`src/rtl/alu_pkg.sv`:
```
// alu_pkg: ALU opcode encodings, datapath width and operand helpers shared by the ALU sharing logic.
package alu_pkg;
    localparam int DATA_W = 32;
    localparam logic [7:0] ALU_ADD  = 8'h01;
    localparam logic [7:0] ALU_SLL  = 8'h02;
    localparam logic [7:0] ALU_SLT  = 8'h04;
    localparam logic [7:0] ALU_SLTU = 8'h08;
    localparam logic [7:0] ALU_XOR  = 8'h10;
    localparam logic [7:0] ALU_SRL  = 8'h20;
    localparam logic [7:0] ALU_OR   = 8'h40;
    localparam logic [7:0] ALU_AND  = 8'h80;
    // Two's complement negate; 32'h8000_0000 wraps onto itself by design.
    function automatic logic [DATA_W-1:0] negate(input logic [DATA_W-1:0] v);
        return ~v + 1'b1;
    endfunction
endpackage

```
`src/rtl/alu_share_ctrl_rr_arbiter.sv`:
```
// rr_arbiter: round-robin arbiter scanning from a rotating pointer; the pointer moves past each winner.
module rr_arbiter #(
    parameter int N = 2,
    parameter int W = (N > 1) ? $clog2(N) : 1
) (
    input  logic         clk,
    input  logic         rst,
    input  logic [N-1:0] req,
    input  logic         en,
    output logic [N-1:0] grant,
    output logic [W-1:0] idx,
    output logic [W-1:0] ptr
);
    logic found;
    always_comb begin
        found = 1'b0;
        idx = '0;
        for (int i = 0; i < N; i++) begin
            if (!found && req[(int'(ptr) + i) % N]) begin
                found = 1'b1;
                idx = W'((int'(ptr) + i) % N);
            end
        end
        grant = (en && found) ? ({{(N-1){1'b0}}, 1'b1} << idx) : '0;
    end
    always_ff @(posedge clk) begin
        if (rst) ptr <= '0;
        else if (en && found) ptr <= (idx == W'(N-1)) ? '0 : idx + 1'b1;
    end
endmodule

```
`src/rtl/alu_share_ctrl.sv`:
```
// alu_share_ctrl: shares one combinational ALU among NREQ requesters through an issue and a result register.
import alu_pkg::*;
module alu_share_ctrl #(
    parameter int NREQ = 2,
    parameter int ID_W = (NREQ > 1) ? $clog2(NREQ) : 1
) (
    input  logic                   clk_i,
    input  logic                   rst_i,
    input  logic [NREQ-1:0]        req_valid_i,
    output logic [NREQ-1:0]        req_ready_o,
    input  logic [NREQ*DATA_W-1:0] req_op1_i,
    input  logic [NREQ*DATA_W-1:0] req_op2_i,
    input  logic [NREQ*8-1:0]      req_opcode_i,
    input  logic [NREQ-1:0]        req_sub_i,
    output logic [DATA_W-1:0]      alu_op1_o,
    output logic [DATA_W-1:0]      alu_op2_o,
    output logic [7:0]             alu_opcode_o,
    input  logic [DATA_W-1:0]      alu_res_i,
    output logic                   rsp_valid_o,
    input  logic                   rsp_ready_i,
    output logic [DATA_W-1:0]      rsp_res_o,
    output logic [ID_W-1:0]        rsp_id_o
);
    logic              iss_valid;
    logic [ID_W-1:0]   iss_id;
    logic [ID_W-1:0]   gnt_idx;
    logic [ID_W-1:0]   rr_ptr;
    logic              rsp_adv;
    logic              iss_adv;
    logic [DATA_W-1:0] sel_op1;
    logic [DATA_W-1:0] sel_op2;
    logic [7:0]        sel_opc;
    logic              sel_sub;
    assign rsp_adv = !rsp_valid_o || rsp_ready_i;
    assign iss_adv = !iss_valid || rsp_adv;
    assign sel_op1 = req_op1_i[int'(gnt_idx)*DATA_W +: DATA_W];
    assign sel_op2 = req_op2_i[int'(gnt_idx)*DATA_W +: DATA_W];
    assign sel_opc = req_opcode_i[int'(gnt_idx)*8 +: 8];
    assign sel_sub = req_sub_i[gnt_idx];
    rr_arbiter #(.N(NREQ), .W(ID_W)) u_arb (
        .clk   (clk_i),
        .rst   (rst_i),
        .req   (req_valid_i),
        .en    (iss_adv),
        .grant (req_ready_o),
        .idx   (gnt_idx),
        .ptr   (rr_ptr)
    );
    always_ff @(posedge clk_i) begin
        if (rst_i) begin
            iss_valid <= 1'b0;
            iss_id <= '0;
            alu_op1_o <= '0;
            alu_op2_o <= '0;
            alu_opcode_o <= '0;
            rsp_valid_o <= 1'b0;
            rsp_res_o <= '0;
            rsp_id_o <= '0;
        end else begin
            if (rsp_adv) begin
                rsp_valid_o <= iss_valid;
                if (iss_valid) begin
                    rsp_res_o <= alu_res_i;
                    rsp_id_o <= iss_id;
                end
            end
            // An empty issue slot presents opcode 0 so the ALU idles on a known value.
            if (iss_adv) begin
                iss_valid <= |req_valid_i;
                alu_opcode_o <= !(|req_valid_i) ? 8'h00 : sel_sub ? ALU_ADD : sel_opc;
                if (|req_valid_i) begin
                    iss_id <= gnt_idx;
                    alu_op1_o <= sel_op1;
                    alu_op2_o <= sel_sub ? negate(sel_op2) : sel_op2;
                end
            end
        end
    end
endmodule

```
`config.mk`:
```
export PLATFORM = sky130hd
export DESIGN_NAME = alu_share_ctrl
export DESIGN_NICKNAME = d
export VERILOG_FILES = /design/src/rtl/alu_pkg.sv /design/src/rtl/alu_share_ctrl_rr_arbiter.sv /design/src/rtl/alu_share_ctrl.sv
export SDC_FILE = /design/constraint.sdc
export NUM_CORES = 1
export LEC_CHECK = 0
export ABC_AREA = 1
export CAP_MARGIN = 20
export CELL_PAD_IN_SITES_DETAIL_PLACEMENT = 0
export CELL_PAD_IN_SITES_GLOBAL_PLACEMENT = 1
export CORE_ASPECT_RATIO = 1.2
export CORE_MARGIN = 4
export CORE_UTILIZATION = 29
export CTS_BUF_LIST = sky130_fd_sc_hd__clkbuf_4
export DETAILED_ROUTE_END_ITERATION = 10
export GPL_ROUTABILITY_DRIVEN = 0
export MAX_ROUTING_LAYER = met4
export PLACE_DENSITY = 0.95
export SLEW_MARGIN = 15
export SYNTH_ARGS = -nofsm -noshare
export SYNTH_HDL_FRONTEND = slang
export SYNTH_SLANG_ARGS = --single-unit
```
`constraint.sdc`:
```
create_clock -name clk_i -period 3.05 [get_ports clk_i]
set_input_delay 0.305 -clock clk_i [delete_from_list [all_inputs] [get_ports clk_i]]
set_output_delay 0.305 -clock clk_i [all_outputs]
set_load 0.02 [all_outputs]
```
==> metrics.md <==
| Metric | Value |
|---|---|
| Max Buffers Root-to-Sink | `2` |
| Setup crit end | `req_ready_o[0]` |
| Pwr Density | `404 mW/mm2` |
| Synth Net Count | `1103` |
| Setup violators final | `0` |
| Boundary Pins | `291` |
| Post-synthesis area per instance | `6.34 um2` |
| H-tree depth | `3` |
| Final hold vios | `0` |
| NetSw | `1.30 mW` |
| CTS buffer count | `9` |
| First-pass GRT wire length | `32900 um` |
| Via count | `6722` |
| Clock latency on the worst-skew pair | `0.44 ns` |
| CTS tree | `done` |
| Leak | `3.93 nW` |
| Synth-to-layout area growth | `56.1%` |
| Total grt overflow | `0` |
| Layout cell share with drive strength beyond 1 | `approximately 5.6%` |
| Reg2Reg Depth | `17` |
| Chain of cells forming the critical path | `clkdlybuf4s50_1 -> buf_4 -> a21boi_2 -> buf_4 -> nor2_2 -> clkdlybuf4s50_1` |
| Synth cell types | `34` |
| Worst setup path startpoint | `req_valid_i[1]` |
| Worst Hold Depth | `3` |
| Setup Skew | `0.0235 ns` |
| Critical path buffers and inverters | `4` |
| Startpoint Class | `primary input` |
| Core ar. | `0.0196 mm2` |
| Post-synthesis sequential area ratio | `a little under two fifths` |
| Die X | `between 100 and 150 um` |
| Initial antenna violation count | `1` |
| Global Route Usage Sum | `18.9%` |
| Crit path max-delay cell type | `clkdlybuf4s50_1` |
| RSZ-0062 raised after global routing | `no` |
| Post-CTS Setup Bufs | `0` |
| Post-detailed-routing wire length | `21500 um` |
| Rows | `56` |
| Peak fanout along the critical path | `18` |
| WL/cell | `roughly 15 um` |
| Area of the die | `between 0.02 and 0.025 mm2` |
| DR DRC count | `0` |
| Reg2reg setup slack | `0.78 ns` |
| Flop pwr share | `44.3%` |
| Maximum vdd ir drop | `0.209 mV` |
| Internal cell power | `~2.4 mW` |
| Post-DP HPWL | `between 15000 and 20000 um` |
| Max-cap violations | `0` |
| Worst R2R Start | `u_arb.ptr` |
| Final period utilization | `between 80% and 90%` |
| Top delay family on crit path | `buffers and inverters` |
| Run status | `finished clean` |
| Place WS | `0.295 ns` |
| Worst EP arrival | `2.24 ns` |
| Endpoint class of the critical path | `output port` |
| Clock Power Share | `19.8%` |
| Worst flop-to-flop path endpoint | `alu_op2_o[28]` |
| Height of the die | `163 um` |
| I/O Buffers | `a little under 300` |
| Setup Crit Path Kind | `in -> out` |
| Starting Density | `about 30%` |
| Fmax | `394 MHz` |
| Post-route ant nets | `0` |
| Post-CTS Resized | `0` |
| Switch share | `35.4%` |
| Yosys reg bits | `~110` |
| Cells after Synth | `919` |
| DR pass1 iterations | `5` |
| CP max stage delay | `0.59 ns` |
| HP Class | `in -> reg` |
| Req. time, crit path | `2.74 ns` |
| Part of the power in combinational logic | `36.0%` |
| Min cycle time layout | `2.54 ns` |
| Final setup margin | `about 0.51 ns` |
| Worst-Margin Slew | `roughly 0.62 ns` |
| Nets | `approximately 1400` |
| Relative slew slack | `58.1%` |
| Vias in the first global route | `6146` |
| Pin count of the biggest net entering global routing | `61` |
| Worst hold margin | `roughly 0.39 ns` |
| Cell Area, Synth | `0.00582 mm2` |
| CTS root buffer | `clkbuf_4` |
| DRT iter0 DRCs | `386` |
| Cts hold-fix bufs | `0` |
| Vias/cell | `about 4.6` |
| Clk slew on worst S/H paths | `0.20 ns` |
| Crit path depth | `6` |
| Fillers | `~2000` |
| Final Power | `3.67 mW` |
| Slew Limit Fails | `0` |
| Clk sink count | `109` |
| TNS Setup | `0 ns` |
| Synth Warn # | `0` |
==> synthesized netlist by cell type, drive strengths merged <==
cell / count / area, um2
buf: 31 / 166
xnor2: 2 / 17.5
nor2: 126 / 503
a211oi: 1 / 7.51
o211ai: 4 / 30.0
a31oi: 35 / 219
nand4: 8 / 50.1
nand2: 319 / 1220
o21ai: 71 / 370
o221ai: 1 / 8.76
dfxtp: 109 / 2180
a21boi: 1 / 11.3
a21oi: 31 / 155
clkbuf: 21 / 78.8
ha: 1 / 12.5
or2: 4 / 25.0
nand3b: 16 / 120
xor2: 11 / 96.3
inv: 79 / 297
nand3: 44 / 230
nor3: 4 / 25.0
==> power groups by stage <==
stage | combinational [mW] | clock [mW] | sequential (mW)
2_1_floorplan | 0.509 | 0 | 1.81
3_3_place_gp | 1.32 | 0 | 1.65
3_5_place_dp | 1.33 | 0 | 1.66
4_1_cts | 1.34 | 0.770 | 1.63
5_1_grt | 1.45 | 0.809 | 1.64
6_report | 1.32 | 0.725 | 1.63
==> cells by family after synthesis <==
family / synth area share [%]
flops: 37.5
buf+inv: 9.30
simple gates: 37.3
fa+ha+maj: 0.215
compound gates: 13.8
xor+xnor: 1.96
==> stage by stage <==
stage | cell area (um2) | util, % | cells
floorplan | 5820 | - | 919
global placement | 8960 | 45.7 | 1439
detailed placement | 8960 | 45.7 | 1439
CTS | 9090 | 46.3 | 1455
global route | 9090 | 46.3 | 1456
finish | 9090 | 46.3 | 1456
==> state kept, by name (all words and copies together) (netlist names) <==
register and flops:
alu_op1_o 32, alu_op2_o 32, alu_opcode_o 8, iss_id 1, iss_valid 1, rsp_id_o 1, rsp_res_o 32, rsp_valid_o 1
u_arb.ptr 1
==> how the worst min path moves through the flow <==
stage,startpoint,to,slack (ns)
after floorplan,iss_valid,rsp_valid_o,0.45
after global placement,alu_opcode_o[1],alu_opcode_o[1],0.45
after detailed placement,alu_opcode_o[2],alu_opcode_o[2],0.45
after CTS,req_op1_i[42],alu_op1_o[10],0.34
after global routing,req_op1_i[36],alu_op1_o[4],0.34
final,req_op1_i[41],alu_op1_o[9],0.39
==> worst reg2reg max path: cells and delay by family (launching register included) <==
kind / cells / cell delay, ns
and+or+nand+nor: 14 / 1.41
buffers and inverters: 3 / 0.44
DFF: 1 / 0.34
==> placed cells by master (no fill, tap or decap), drive strengths merged <==
| cell type | n |
|---|---|
| xnor2 | 2 |
| clkinv | 1 |
| o211ai | 4 |
| inv | 84 |
| nor2 | 126 |
| nor3 | 4 |
| buf | 22 |
| a31oi | 35 |
| xor2 | 11 |
| o21ai | 71 |
| nand3 | 44 |
| a211oi | 1 |
| or2 | 4 |
| clkbuf | 10 |
| a21oi | 31 |
| a21boi | 1 |
| dfxtp | 109 |
| diode | 1 |
| nand2 | 319 |
| ha | 1 |
| nand3b | 16 |
| o221ai | 1 |
| clkdlybuf4s50 | 289 |
| nand4 | 8 |
==> layout make-up <==
type                    count  area [um2]  area share (%)
diodes                      1        2.50          0.0275
repair buffers            311        3060            33.6
flip-flops and latches    109        2180            24.0
well taps                 261         327            3.59
clock inverters             6        52.6           0.578
inverters                  79         297            3.26
clock buffers              10        75.1           0.826
multi-input cells         679        3100            34.1
==> metal layers <==
layer  GRT usage [%]  share of wire (%)  up-vias
li1                -                  -     3451
met4            5.04                2.1        0
met3            3.64                7.2       24
met2            32.7                 49      234
met1            22.2                 41     3013
met5               -                  0        -
No activity file was read; power rests on OpenSTA's default activity.
